### src/rtl/seg_scan_driver_pkg.sv
// Shared types and constants for the multiplexed 5-digit seven-segment scan driver.
package seg_pkg;

    localparam int NUM_DIGITS = 5;

    typedef logic [6:0] seg_t;

    localparam seg_t SEG_BLANK = 7'b1111111;

    typedef enum logic {
        ST_BLANK,
        ST_DRIVE
    } state_t;

    // Active-low one-hot digit enable: only bit d is driven low.
    function automatic logic [NUM_DIGITS-1:0] digit_enable_n(input logic [2:0] d);
        return ~(NUM_DIGITS'(1) << d);
    endfunction

endpackage

### src/rtl/seg_scan_driver_if.sv
// Pattern-set handshake between a producer and the scan driver, plus the blink request.
interface seg_scan_driver_if;
    import seg_pkg::*;

    logic in_valid;
    logic in_ready;
    logic blink_en;
    seg_t seg_in0;
    seg_t seg_in1;
    seg_t seg_in2;
    seg_t seg_in3;
    seg_t seg_in4;

    modport master (
        output in_valid,
        output blink_en,
        output seg_in0,
        output seg_in1,
        output seg_in2,
        output seg_in3,
        output seg_in4,
        input  in_ready
    );

    modport slave (
        input  in_valid,
        input  blink_en,
        input  seg_in0,
        input  seg_in1,
        input  seg_in2,
        input  seg_in3,
        input  seg_in4,
        output in_ready
    );

endinterface

### src/rtl/seg_scan_driver_timer.sv
// Slot/frame/blink sequencer. Exposes next-cycle values so the caller can register
// its outputs in step with this block's state.
module seg_frame_timer
    import seg_pkg::*;
#(
    parameter int CLK_DIV      = 50000,
    parameter int BLANK_CYCLES = 4,
    parameter int BLINK_FRAMES = 64
) (
    input  logic       clk,
    input  logic       rst_n,
    output logic [2:0] digit_next,
    output logic       drive_next,
    output logic       blink_next,
    output logic       frame_start
);

    localparam int CNT_MAX = (CLK_DIV > BLANK_CYCLES) ? CLK_DIV : BLANK_CYCLES;
    localparam int CW      = $clog2(CNT_MAX + 1);
    localparam int FW      = $clog2(BLINK_FRAMES + 1);

    localparam logic [CW-1:0] BLANK_LAST = CW'(BLANK_CYCLES - 1);
    localparam logic [CW-1:0] DRIVE_LAST = CW'(CLK_DIV - 1);
    localparam logic [FW-1:0] FRAME_LAST = FW'(BLINK_FRAMES - 1);
    localparam logic [2:0]    DIGIT_LAST = 3'(NUM_DIGITS - 1);

    state_t        state_reg;
    state_t        state_next;
    logic [CW-1:0] cnt_reg;
    logic [2:0]    digit_reg;
    logic [FW-1:0] frame_reg;
    logic          blink_reg;

    logic last_blank;
    logic last_drive;
    logic frame_end;

    assign last_blank = (state_reg == ST_BLANK) && (cnt_reg == BLANK_LAST);
    assign last_drive = (state_reg == ST_DRIVE) && (cnt_reg == DRIVE_LAST);
    assign frame_end  = last_drive && (digit_reg == DIGIT_LAST);

    assign state_next = last_blank ? ST_DRIVE :
                        last_drive ? ST_BLANK : state_reg;
    assign digit_next = !last_drive ? digit_reg :
                        (digit_reg == DIGIT_LAST) ? 3'd0 : digit_reg + 3'd1;
    // The phase flips on the clock that enters the first boundary of a new blink half-period.
    assign blink_next = (frame_end && (frame_reg == FRAME_LAST)) ? ~blink_reg : blink_reg;
    assign drive_next = (state_next == ST_DRIVE);

    assign frame_start = (state_reg == ST_BLANK) && (digit_reg == 3'd0) && (cnt_reg == '0);

    always_ff @(posedge clk) begin
        if (!rst_n) begin
            state_reg <= ST_BLANK;
            cnt_reg   <= '0;
            digit_reg <= 3'd0;
            frame_reg <= '0;
            blink_reg <= 1'b0;
        end else begin
            state_reg <= state_next;
            digit_reg <= digit_next;
            blink_reg <= blink_next;
            cnt_reg   <= (last_blank || last_drive) ? '0 : cnt_reg + CW'(1);
            if (frame_end) begin
                frame_reg <= (frame_reg == FRAME_LAST) ? '0 : frame_reg + FW'(1);
            end
        end
    end

endmodule

### src/rtl/seg_scan_driver.sv
// Five-digit multiplexed seven-segment driver with a double-buffered pattern set that
// only swaps at frame boundaries, blanking guard slots and optional whole-display blink.
module seg_scan_driver
    import seg_pkg::*;
#(
    parameter int CLK_DIV      = 50000,
    parameter int BLANK_CYCLES = 4,
    parameter int BLINK_FRAMES = 64
) (
    input  logic                  clk,
    input  logic                  rst_n,
    seg_scan_driver_if.slave      bus,
    output logic [NUM_DIGITS-1:0] an_out,
    output logic [6:0]            seg_out
);

    logic [2:0] digit_next;
    logic       drive_next;
    logic       blink_next;
    logic       frame_start;

    seg_frame_timer #(
        .CLK_DIV      (CLK_DIV),
        .BLANK_CYCLES (BLANK_CYCLES),
        .BLINK_FRAMES (BLINK_FRAMES)
    ) u_timer (
        .clk         (clk),
        .rst_n       (rst_n),
        .digit_next  (digit_next),
        .drive_next  (drive_next),
        .blink_next  (blink_next),
        .frame_start (frame_start)
    );

    logic pending_reg;
    logic accept;
    logic commit;

    assign bus.in_ready = !pending_reg;
    assign accept       = bus.in_valid && !pending_reg;
    assign commit       = frame_start && pending_reg;

    seg_t seg_in_arr  [NUM_DIGITS];
    seg_t active_next [NUM_DIGITS];

    assign seg_in_arr[0] = bus.seg_in0;
    assign seg_in_arr[1] = bus.seg_in1;
    assign seg_in_arr[2] = bus.seg_in2;
    assign seg_in_arr[3] = bus.seg_in3;
    assign seg_in_arr[4] = bus.seg_in4;

    genvar gi;
    generate
        for (gi = 0; gi < NUM_DIGITS; gi++) begin : g_digit
            seg_t shadow_reg;
            seg_t active_reg;

            assign active_next[gi] = commit ? shadow_reg : active_reg;

            always_ff @(posedge clk) begin
                if (!rst_n) begin
                    shadow_reg <= SEG_BLANK;
                    active_reg <= SEG_BLANK;
                end else begin
                    if (accept) begin
                        shadow_reg <= seg_in_arr[gi];
                    end
                    active_reg <= active_next[gi];
                end
            end
        end
    endgenerate

    logic [NUM_DIGITS-1:0] an_out_reg;
    seg_t                  seg_out_reg;

    // Outputs are built from next-cycle timer values so they line up with the timer state.
    always_ff @(posedge clk) begin
        if (!rst_n) begin
            pending_reg <= 1'b0;
            an_out_reg  <= '1;
            seg_out_reg <= SEG_BLANK;
        end else begin
            if (commit) begin
                pending_reg <= 1'b0;
            end else if (accept) begin
                pending_reg <= 1'b1;
            end
            an_out_reg  <= (drive_next && !(bus.blink_en && blink_next)) ?
                           digit_enable_n(digit_next) : '1;
            seg_out_reg <= drive_next ? active_next[digit_next] : SEG_BLANK;
        end
    end

    assign an_out  = an_out_reg;
    assign seg_out = seg_out_reg;

endmodule
### src/flat_wrapper.sv
// flat-port wrapper written by rule: the top's interface ports become plain ports
module seg_scan_driver_flat import seg_pkg::*;
#(
    parameter int CLK_DIV      = 50000,
    parameter int BLANK_CYCLES = 4,
    parameter int BLINK_FRAMES = 64
)
  (clk, rst_n, an_out, seg_out, bus_in_valid, bus_blink_en, bus_seg_in0, bus_seg_in1, bus_seg_in2, bus_seg_in3, bus_seg_in4, bus_in_ready);
  seg_scan_driver_if bus_i ();
  input  logic clk;
  input  logic rst_n;
  output logic [NUM_DIGITS-1:0] an_out;
  output logic [6:0] seg_out;
  input wire logic [$bits(bus_i.in_valid)-1:0] bus_in_valid;
  input wire logic [$bits(bus_i.blink_en)-1:0] bus_blink_en;
  input wire logic [$bits(bus_i.seg_in0)-1:0] bus_seg_in0;
  input wire logic [$bits(bus_i.seg_in1)-1:0] bus_seg_in1;
  input wire logic [$bits(bus_i.seg_in2)-1:0] bus_seg_in2;
  input wire logic [$bits(bus_i.seg_in3)-1:0] bus_seg_in3;
  input wire logic [$bits(bus_i.seg_in4)-1:0] bus_seg_in4;
  output wire logic [$bits(bus_i.in_ready)-1:0] bus_in_ready;
  assign bus_i.in_valid = bus_in_valid;
  assign bus_i.blink_en = bus_blink_en;
  assign bus_i.seg_in0 = bus_seg_in0;
  assign bus_i.seg_in1 = bus_seg_in1;
  assign bus_i.seg_in2 = bus_seg_in2;
  assign bus_i.seg_in3 = bus_seg_in3;
  assign bus_i.seg_in4 = bus_seg_in4;
  assign bus_in_ready = bus_i.in_ready;
  seg_scan_driver #(.CLK_DIV(CLK_DIV), .BLANK_CYCLES(BLANK_CYCLES), .BLINK_FRAMES(BLINK_FRAMES)) u_core (.clk(clk), .rst_n(rst_n), .bus(bus_i), .an_out(an_out), .seg_out(seg_out));
endmodule
### config.mk
export PLATFORM = sky130hd
export DESIGN_NAME = seg_scan_driver_flat
export DESIGN_NICKNAME = d
export VERILOG_FILES = /design/src/rtl/seg_scan_driver_pkg.sv /design/src/rtl/seg_scan_driver_if.sv /design/src/rtl/seg_scan_driver_timer.sv /design/src/rtl/seg_scan_driver.sv /design/src/flat_wrapper.sv
export SDC_FILE = /design/constraint.sdc
export NUM_CORES = 1
export LEC_CHECK = 0
export BUFFER_PORTS_ARGS = -buffer_cell sky130_fd_sc_hd__buf_2
export CAP_MARGIN = 20
export CORE_MARGIN = 1
export CORE_UTILIZATION = 58
export DETAILED_ROUTE_END_ITERATION = 10
export PLACE_DENSITY = 0.78
export SYNTH_ARGS = -nofsm -noshare
export SYNTH_HDL_FRONTEND = slang
export SYNTH_SLANG_ARGS = --single-unit
### constraint.sdc
create_clock -name clk -period 3.5 [get_ports clk]
set_input_delay 0.175 -clock clk [delete_from_list [all_inputs] [get_ports clk]]
set_output_delay 0.175 -clock clk [all_outputs]
set_load 0.03 [all_outputs]
# Word-level counts from Yosys, hierarchy flattened
# Index checks and enable logic that the tools add are counted.
[totals]
register_bits = 111
in_bits = 39
out_inout_bits = 13
[op_classes]
addsub = 3
n_lt_le_gt_ge = 1
eq_ne = 4
shift = 1
mux = 14
n_bitwise = 5
n_reduce_logical = 19
[op_table]
columns = ["operator", "count"]
rows = [
  ["two-way mux 7 bit", 8],
  ["binary-select mux 7 bit (select 3 bit)", 1],
  ["adder 16 x 1 -> 16 bit, second input constant", 1],
  ["equality test 16 bit, second input constant", 1],
  ["equality test 16 x 2 -> 1 bit, second input constant", 1],
  ["logical NOT 16 bit", 1],
  ["logical AND 1 bit", 10],
  ["adder 7 x 1 -> 7 bit, second input constant", 1],
  ["equality test 7 x 6 -> 1 bit, second input constant", 1],
  ["two-way mux 3 bit", 2],
  ["inverter 5 bit", 1],
  ["left shift 1 x 3 -> 5 bit, first input constant", 1],
  ["greater-or-equal comparator 4 bit, second input constant", 1],
  ["inverter 3 -> 4 bit", 1],
  ["AND reduction 2 bit", 2],
  ["OR reduction 2 bit", 2],
  ["adder 3 x 1 -> 3 bit, second input constant", 1],
  ["equality test 3 bit, second input constant", 1],
  ["logical NOT 3 bit", 1],
  ["two-way mux 1 bit", 3],
  ["inverter 1 bit", 3],
  ["logical NOT 1 bit", 2],
  ["logical OR 1 bit", 1],
]

# Longest topological paths before layout
# Gate-level depths: netlist of the first run.
[logic_depth]
word_depth = 9
mapped_depth = 10

# By module
# A second synthesis of the first run with hierarchy kept.
[hier_totals]
cells_unflattened = 473
area_unflattened_um2 = 4441.8
[modules_own_cells]
columns = ["module", "instances", "cells_each", "area_each_um2", "seq_area_each_um2"]
rows = [
  ["seg_scan_driver", 1, 310, 3027.9, 1661.6],
  ["seg_frame_timer", 1, 163, 1413.9, 560.5],
]

# Worst setup path before layout of the first run
# Ideal clock, no wire load.
[synth_timing]
path_type = "register -> register"
start = "register u_core.u_timer.digit_reg[0]"
end = "register u_core.seg_out_reg[5], in the netlist u_core.seg_out[5]"
setup_ns = 0.138
t_arrival_ns = 2.493
required_time_ns = 3.362
path_slack_ns = 0.869
stages_incl_launch_ff = 11
path_buffers = 2
synth_period_minus_slack_ns = 2.631
cell_sequence = "dfxtp_1 > clkbuf_1 > inv_1 > ha_1 > nand2_1 > or3_1 > nor2_2 > buf_4 > mux2_2 > a2111oi_0 > o221ai_1"
[synth_via]
elab_chain_cells = 8
word_cells_on_any_way = 17
cone_classes = "add/sub: 1; eq/ne: 1; mux: 10; bitwise: 1; reduce/logical: 4"
[synth_lines]
columns = ["element", "line", "rtl"]
rows = [
  ["start: declaration", "seg_scan_driver_timer.sv:30", "logic [2:0] digit_reg;"],
  ["start signal: assignment", "seg_scan_driver_timer.sv:61", "digit_reg <= digit_next;"],
  ["branches (longest 5 deep; another with adder 3 x 1 -> 3 bit)", "-", ""],
  ["binary-select mux 7 bit (select 3 bit) *", "seg_scan_driver.sv:91", "seg_out_reg <= drive_next ? active_next[digit_next] : SEG_BLANK;"],
  ["two-way mux 7 bit (implied by the code) * (2 in a row)", "seg_scan_driver.sv:91", ""],
  ["end signal: assignment", "seg_scan_driver.sv:91", ""],
  ["end: declaration", "seg_scan_driver.sv:75", "seg_t seg_out_reg;"],
]
# Mark *: on every way between the ends. The select of a mux whose other input is x is not followed.
# A chain may end at the register's enable or synchronous reset.

# Final worst setup path of the first run
# Ends and elaborated chain as after synthesis.

==> impl_metrics.py, run 1 <==
metrics = {
    "outcome": {
        "outcome": "finished, final reports clean",
    },
    "clock_network": {
        "clk_latency_ns": 0.37,
        "root_buffer": "clkbuf_8",
        "cts_sinks": 111,
        "ctsResizeCount": 0,
        "cts.clk_slew.worst_paths_ns": 0.10,
        "cts_tree": "built",
        "cts-buffers-inserted": 9,
        "h-tree-depth": 3,
        "cts.path.max_buffers": 2,
        "post-cts-setup-buffers": 0,
    },
    "setup_path": {
        "arrival_ns": 3.22,
        "endpoint_kind": "flop",
        "crit_type": "reg2reg",
        "cp-start-kind": "flop",
        "rrSetupSlack_ns": 0.51,
        "required_ns": 3.74,
        "critPathMaxFanout": 10,
    },
    "synth": {
        "synth_most_common_cell": "dfxtp_1",
        "synthArstFlopShare": 0,
        "synthCells": 524,
        "synth_edf_count": 0,
        "syn_avg_cell_area_um2": 8.71,
        "yosysUniqueCellTypes": 49,
        "synth_seq_area_share": 0.487,
        "yosys.area.top_type_share": 0.487,
        "syn_nets": 568,
        "synth_area_leaders": "dfxtp_1, nand3_1, nand2_1, a22oi_1, o21ai_0",
        "synth_warnings": 0,
        "synth-seq-cells": 111,
        "synthesis.area_um2": 4560,
        "synthFlopType": "dfxtp_1",
        "synth_commonest_cells": "dfxtp_1, nand2_1, nand3_1",
        "synth_area_leader_cell": "dfxtp_1",
    },
    "sta": {
        "drv_slew": 0,
        "timing.fmax_mhz": 335,
        "max_slew.worst_pin.slew_ns": 0.783,
        "hold_viol_final": 0,
        "min_period_over_period": 0.853,
        "finalWorstSetupSlack_ns": 0.514,
        "finalSetupTns_ns": 0,
        "rsz0062_at_grt": "false",
        "max-slew-margin-rel": 0.476,
        "skew_ns": 0.00847,
        "finalSetupViolCount": 0,
        "period_needed_ns": 2.99,
    },
    "global_route": {
        "grt_antenna_before_repair": 0,
        "track_usage": 0.275,
        "gr-total-overflow": 0,
        "grt_pass1_wl_mm": 18.2,
        "grt_max_degree": 71,
        "grt_pass1_vias": 3765,
    },
    "final_layout": {
        "fillers": 630,
        "area_growth_pct": 12.0,
        "drive_gt1_frac": 0.178,
        "final_nets": 606,
        "n_antenna_cell": 0,
    },
    "job": {
        "max_cap_violations": 0,
    },
    "hold_path": {
        "hold_class": "in2reg",
    },
    "die": {
        "die_h_um": 90.7,
        "dieArea_um2": 8230,
        "fp.dieW_um": 90.7,
        "rows": 31,
        "io_pins": 52,
        "core-area_um2": 7450,
        "initial_utilization": 0.613,
    },
    "detailed_routing": {
        "vias": 3937,
        "first_iter_violations": 337,
        "drc": 0,
        "wire_per_inst_um": 16.1,
        "routed_wl_mm": 10.7,
        "via_per_inst": 5.91,
        "ant_nets": 0,
        "drt-pass1-iter-count": 5,
    },
    "power": {
        "pwr_density_cell_nw_per_um2": 488,
        "total_power_mw": 2.49,
        "ir_drop_uv": 313,
        "p_leak_nw": 2.13,
    },
    "placement": {
        "gp_congestion": 0.834,
        "hpwl_mm": 7.44,
        "dp_slack_ns": 0.592,
        "portBuffers": 51,
    },
}
[through the flow]
step | hold WS [ns] | util | cells | instance area (µm²)
6_report | 0.00538 | 0.687 | 666 | 5110
3_5_place_dp | 0.387 | 0.657 | 649 | 4900
3_3_place_gp | 0.382 | 0.652 | 647 | 4860
2_1_floorplan | 0.293 | - | 524 | 4560
5_1_grt | 0.00756 | 0.687 | 666 | 5110
4_1_cts | 0.00162 | 0.687 | 666 | 5110
[power by group]
part	internal (mW)	total (mW)	switching (mW)
Sequential	1.34	1.38	0.0348
Combinational	0.121	0.326	0.206
Clock	0.359	0.792	0.433
[path summary, 6_finish.rpt]
path	from	end	cells past startpoint
worst max-delay path	u_core.u_timer.digit_reg[0]	u_core.seg_out[5]	8
worst min-delay path	bus_seg_in0[5]	u_core.g_digit[0].shadow_reg[5]	3
worst max register to register	u_core.u_timer.digit_reg[0]	u_core.seg_out[5]	8
worst min register to register	u_core.u_timer.frame_reg[6]	u_core.u_timer.frame_reg[6]	1
[layout make-up]
type | count | area, µm² | area share
clock buffers | 11 | 141 | 0.0276
clock inverters | 5 | 66.3 | 0.0130
inverters | 8 | 30.0 | 0.00587
multi-input cells | 373 | 2190 | 0.428
flip-flops and latches | 111 | 2220 | 0.435
well taps | 99 | 124 | 0.0242
repair buffers | 59 | 342 | 0.0668
[worst max-delay path, cell delays in order (launching register included)]
cell and delay (ns):
dfxtp_1 0.43, inv_1 0.16, ha_1 0.23, nand2_1 0.10, or3_1 0.35, nor2_2 0.45
mux2_2 0.40, a2111oi_0 0.55, o221ai_1 0.17
[kinds of logic after synthesis]
logic type | share of synthesized area
AOI/OAI and AO/OA | 0.111
muxes | 0.0381
and+or+nand+nor | 0.279
adders and majority gates | 0.0137
buffers and inverters | 0.0354
xor gates and xnor gates | 0.0365
DFF | 0.487
[placed cells by master, fill, tap and decap left out, drive strengths merged, types with 5 or more instances in the layout]
cell type	instances
mux2	8
a22oi	21
xnor2	8
dfxtp	111
nand3	87
clkbuf	11
and3	8
and2	5
a2111oi	7
xor2	11
o221ai	7
nor2	28
mux2i	8
inv	8
o21ai	27
ha	5
nand2	98
buf	58
or2	7
[metal layers]
layer / GRT usage / share of wire / vias to the layer above
li1: - / - / 1906
met1: 0.371 / 0.46 / 1881
met5: 0 / 0 / -
met2: 0.442 / 0.46 / 136
met4: 0.0874 / 0.012 / 0
met3: 0.0513 / 0.063 / 14
[what timing repair did]
item / CTS / global route
endpoints found under the hold margin: 1 / 0
hold buffers: 1 / 0
endpoints found under the setup margin: 0 / 0
No activity file was read; power rests on OpenSTA's default activity.
==> inputs of run 2 (changes only) <==
- CORE_UTILIZATION: 58 -> 57
- PLACE_DENSITY: 0.78 -> 0.77
- SYNTH_HIERARCHICAL: default -> 1
==> run 2 against run 1 <==
Die area is 0.96% lower. Setup slack got worse by 0.29 ns. Synthesized cell count is 9.7% lower. Largest cell class unchanged. Highest routed layer unchanged. Fmax decreased by 8.8%. Synthesized area down 2.7%. Combinational power down 30%. First-iteration DRC count fell by 42%. Critical endpoint is now u_core/seg_out[0]. Clock skew is essentially flat. Clock power grew 4.5%. Power shrank 3.5%. Final area down 3.6%.
==> impl_metrics.py, run 2 <==
metrics = {
    "clock_network": {
        "cts-buffers-inserted": 9,
        "ctsResizeCount": 0,
        "cts_sinks": 111,
        "cts.clk_slew.worst_paths_ns": 0.10,
        "h-tree-depth": 3,
        "cts_tree": "built",
        "cts_hold_buf": 0,
        "post-cts-setup-buffers": 0,
        "root_buffer": "clkbuf_8",
        "cts.path.max_buffers": 2,
        "clk_latency_ns": 0.36,
    },
    "sta": {
        "max_slew.worst_pin.slew_ns": 0.951,
        "max-slew-margin-rel": 0.363,
        "hold_viol_final": 0,
        "finalSetupTns_ns": 0,
        "timing.fmax_mhz": 305,
        "skew_ns": 0.00812,
        "min_period_over_period": 0.936,
        "finalSetupViolCount": 0,
        "period_needed_ns": 3.28,
        "drv_slew": 0,
        "rsz0062_at_grt": "false",
    },
    "setup_path": {
        "crit_family": "simple AND/OR/NAND/NOR gates",
        "worst-path-buf-inv": 1,
        "arrival_ns": 3.55,
        "crit_top_cell": "nor4_1",
        "worstRegToRegCells": 8,
        "cpMaxStageDelayCell": "nor4_1",
        "endpoint_kind": "flop",
        "critPathMaxFanout": 35,
        "required_ns": 3.77,
        "critPathMaxStageDelay_ns": 0.57,
        "cp-start-kind": "flop",
        "r2r-start": "u_core/u_timer/cnt_reg[11]",
        "rr_endpoint": "u_core/seg_out[0]",
        "crit_type": "reg2reg",
        "cp_cell_sequence": "nor4_1 > buf_4 > nand4_1 > nor4_1 > nand2_4 > mux2i_1 > mux4_2 > o221ai_1",
        "rrSetupSlack_ns": 0.22,
    },
    "detailed_routing": {
        "wl_met1_mm": 4.38,
        "wl_met3_um": 376,
        "routed_wl_mm": 9.02,
        "drc": 0,
        "via_per_inst": 5.60,
        "ant_nets": 0,
        "vias": 3466,
        "drt-pass1-iter-count": 4,
        "top_layer": "met4",
        "first_iter_violations": 195,
        "wl_met2_mm": 4.16,
        "wire_per_inst_um": 14.6,
    },
    "power": {
        "p_switching_uw": 573,
        "combPwrFrac": 0.095,
        "swShare": 0.238,
        "p_leak_nw": 2.13,
        "seqPwrFrac": 0.561,
        "pwr_density_cell_nw_per_um2": 488,
        "ir_drop_uv": 257,
        "clock_power_share": 0.344,
        "total_power_mw": 2.41,
        "p_int_mw": 1.83,
    },
    "synth": {
        "synth-compound-area-share": 0.0504,
        "synth_area_leader_cell": "dfxtp_1",
        "synth_most_common_cell": "nand2_1",
        "synthSimpleGateAreaFrac": 0.243,
        "synthArstFlopShare": 0,
        "synth_warnings": 6,
        "synth_adder_area_share": 0.0141,
        "synth_edf_count": 0,
        "synth_area_leaders": "dfxtp_1, nand2_1, mux2i_1, nand3_1, mux4_2",
        "synth_seq_area_share": 0.500,
        "syn_avg_cell_area_um2": 9.39,
        "syn_nets": 517,
        "synth_xor_area_frac": 0.0296,
        "synthesis.area_um2": 4440,
        "synth_commonest_cells": "nand2_1, dfxtp_1, nand3_1",
        "yosysUniqueCellTypes": 46,
        "synth-seq-cells": 111,
        "synthMuxAreaShare": 0.119,
        "synthCells": 473,
        "synth_top_family_by_area": "simple AND/OR/NAND/NOR gates",
        "synthFlopType": "dfxtp_1",
        "yosys.area.top_type_share": 0.500,
    },
    "global_route": {
        "grt_max_degree": 61,
        "grt_antenna_before_repair": 0,
        "track_usage": 0.234,
        "grt_pass1_vias": 3233,
        "gr-total-overflow": 0,
        "grt_pass1_wl_mm": 15.4,
    },
    "hold_path": {
        "hold_depth": 3,
        "hold_class": "in2reg",
        "hold_path_end": "u_core/g_digit[3].shadow_reg[6]",
        "hold_path.startpoint": "bus_seg_in3[6]",
    },
    "die": {
        "dieArea_um2": 8150,
        "initial_utilization": 0.600,
        "io_pins": 52,
        "rows": 31,
        "core-area_um2": 7410,
        "die_h_um": 90.3,
        "fp.dieW_um": 90.3,
    },
    "final_layout": {
        "final_nets": 559,
        "drive_gt1_frac": 0.163,
        "area_growth_pct": 11.0,
        "n_antenna_cell": 0,
        "post-route-util": 0.665,
        "layout_common_cells": "nand2_1, dfxtp_1, buf_2",
        "layout_commonest_cell": "nand2_1",
        "instances_no_fill": 619,
    },
    "placement": {
        "gp_congestion": 0.816,
        "portBuffers": 51,
        "hpwl_mm": 6.18,
        "place_inst": 603,
    },
    "outcome": {
        "outcome": "finished, final reports clean",
    },
    "job": {
        "max_cap_violations": 0,
    },
}
run 2: cell count changes in the layout (fill, tap and decap cells not counted), sizes merged, moves of 8 or more:
cell   change
nor2      -18
a22oi     -21
o21ai     -21
mux2i     +29
mux2       -8
nand3     -40
nor3      +19
nand2     +22
xor2      -10
run 2: how the worst max path moves through the flow:
stage | cells after the start | to | startpoint
final | 8 | u_core/seg_out[0] | u_core/u_timer/cnt_reg[11]
after detailed placement | 7 | u_core/seg_out[0] | u_core/u_timer/cnt_reg[5]
after global placement | 8 | u_core/seg_out[2] | u_core/u_timer/cnt_reg[11]
after floorplan | 8 | u_core/seg_out[3] | u_core/u_timer/cnt_reg[0]
after CTS | 8 | u_core/seg_out[0] | u_core/u_timer/cnt_reg[11]
after global routing | 8 | u_core/seg_out[6] | u_core/u_timer/cnt_reg[11]
run 2: metrics by stage:
stage	cell area, µm²	hold WS (ns)	setup WS [ns]
finish	4930	0.0165	0.224
CTS	4930	0.00944	0.302
floorplan	4440	0.297	0.798
global placement	4710	0.383	0.520
global route	4930	0.00447	0.0855
detailed placement	4710	0.387	0.331
run 2: logic make-up after synthesis:
logic type	count (synthesis)
and+or+nand+nor	232
xor gates and xnor gates	15
muxes	44
AOI/OAI and AO/OA	31
buffers and inverters	35
adders and majority gates	5
DFF	111
run 2: tightest hold or removal path: cells and delay by family:
family	cells	cell delay (ns)
buffers and inverters	1	0.07
and+or+nand+nor	2	0.10
run 2: power groups by stage:
stage	Sequential, mW	Combinational, mW	Clock [mW]
after floorplan	1.37	0.182	0
after global placement	1.38	0.220	0
after detailed placement	1.38	0.228	0
after CTS	1.35	0.229	0.840
after global routing	1.36	0.256	0.900
final	1.35	0.228	0.828
run 2: cell type report:
class,instances,area (µm²)
inverter,9,33.8
timing repair buffer,57,300
sequential,111,2220
fill,603,2480
clock inverter,5,81.3
multi-input combinational,327,2030
tap,99,124
clock buffer,11,141
run 2: layer usage:
metal,vias to the layer above,GRT usage
met5,-,0
met4,0,0.0699
met3,12,0.0354
met2,95,0.371
met1,1637,0.332
li1,1722,-
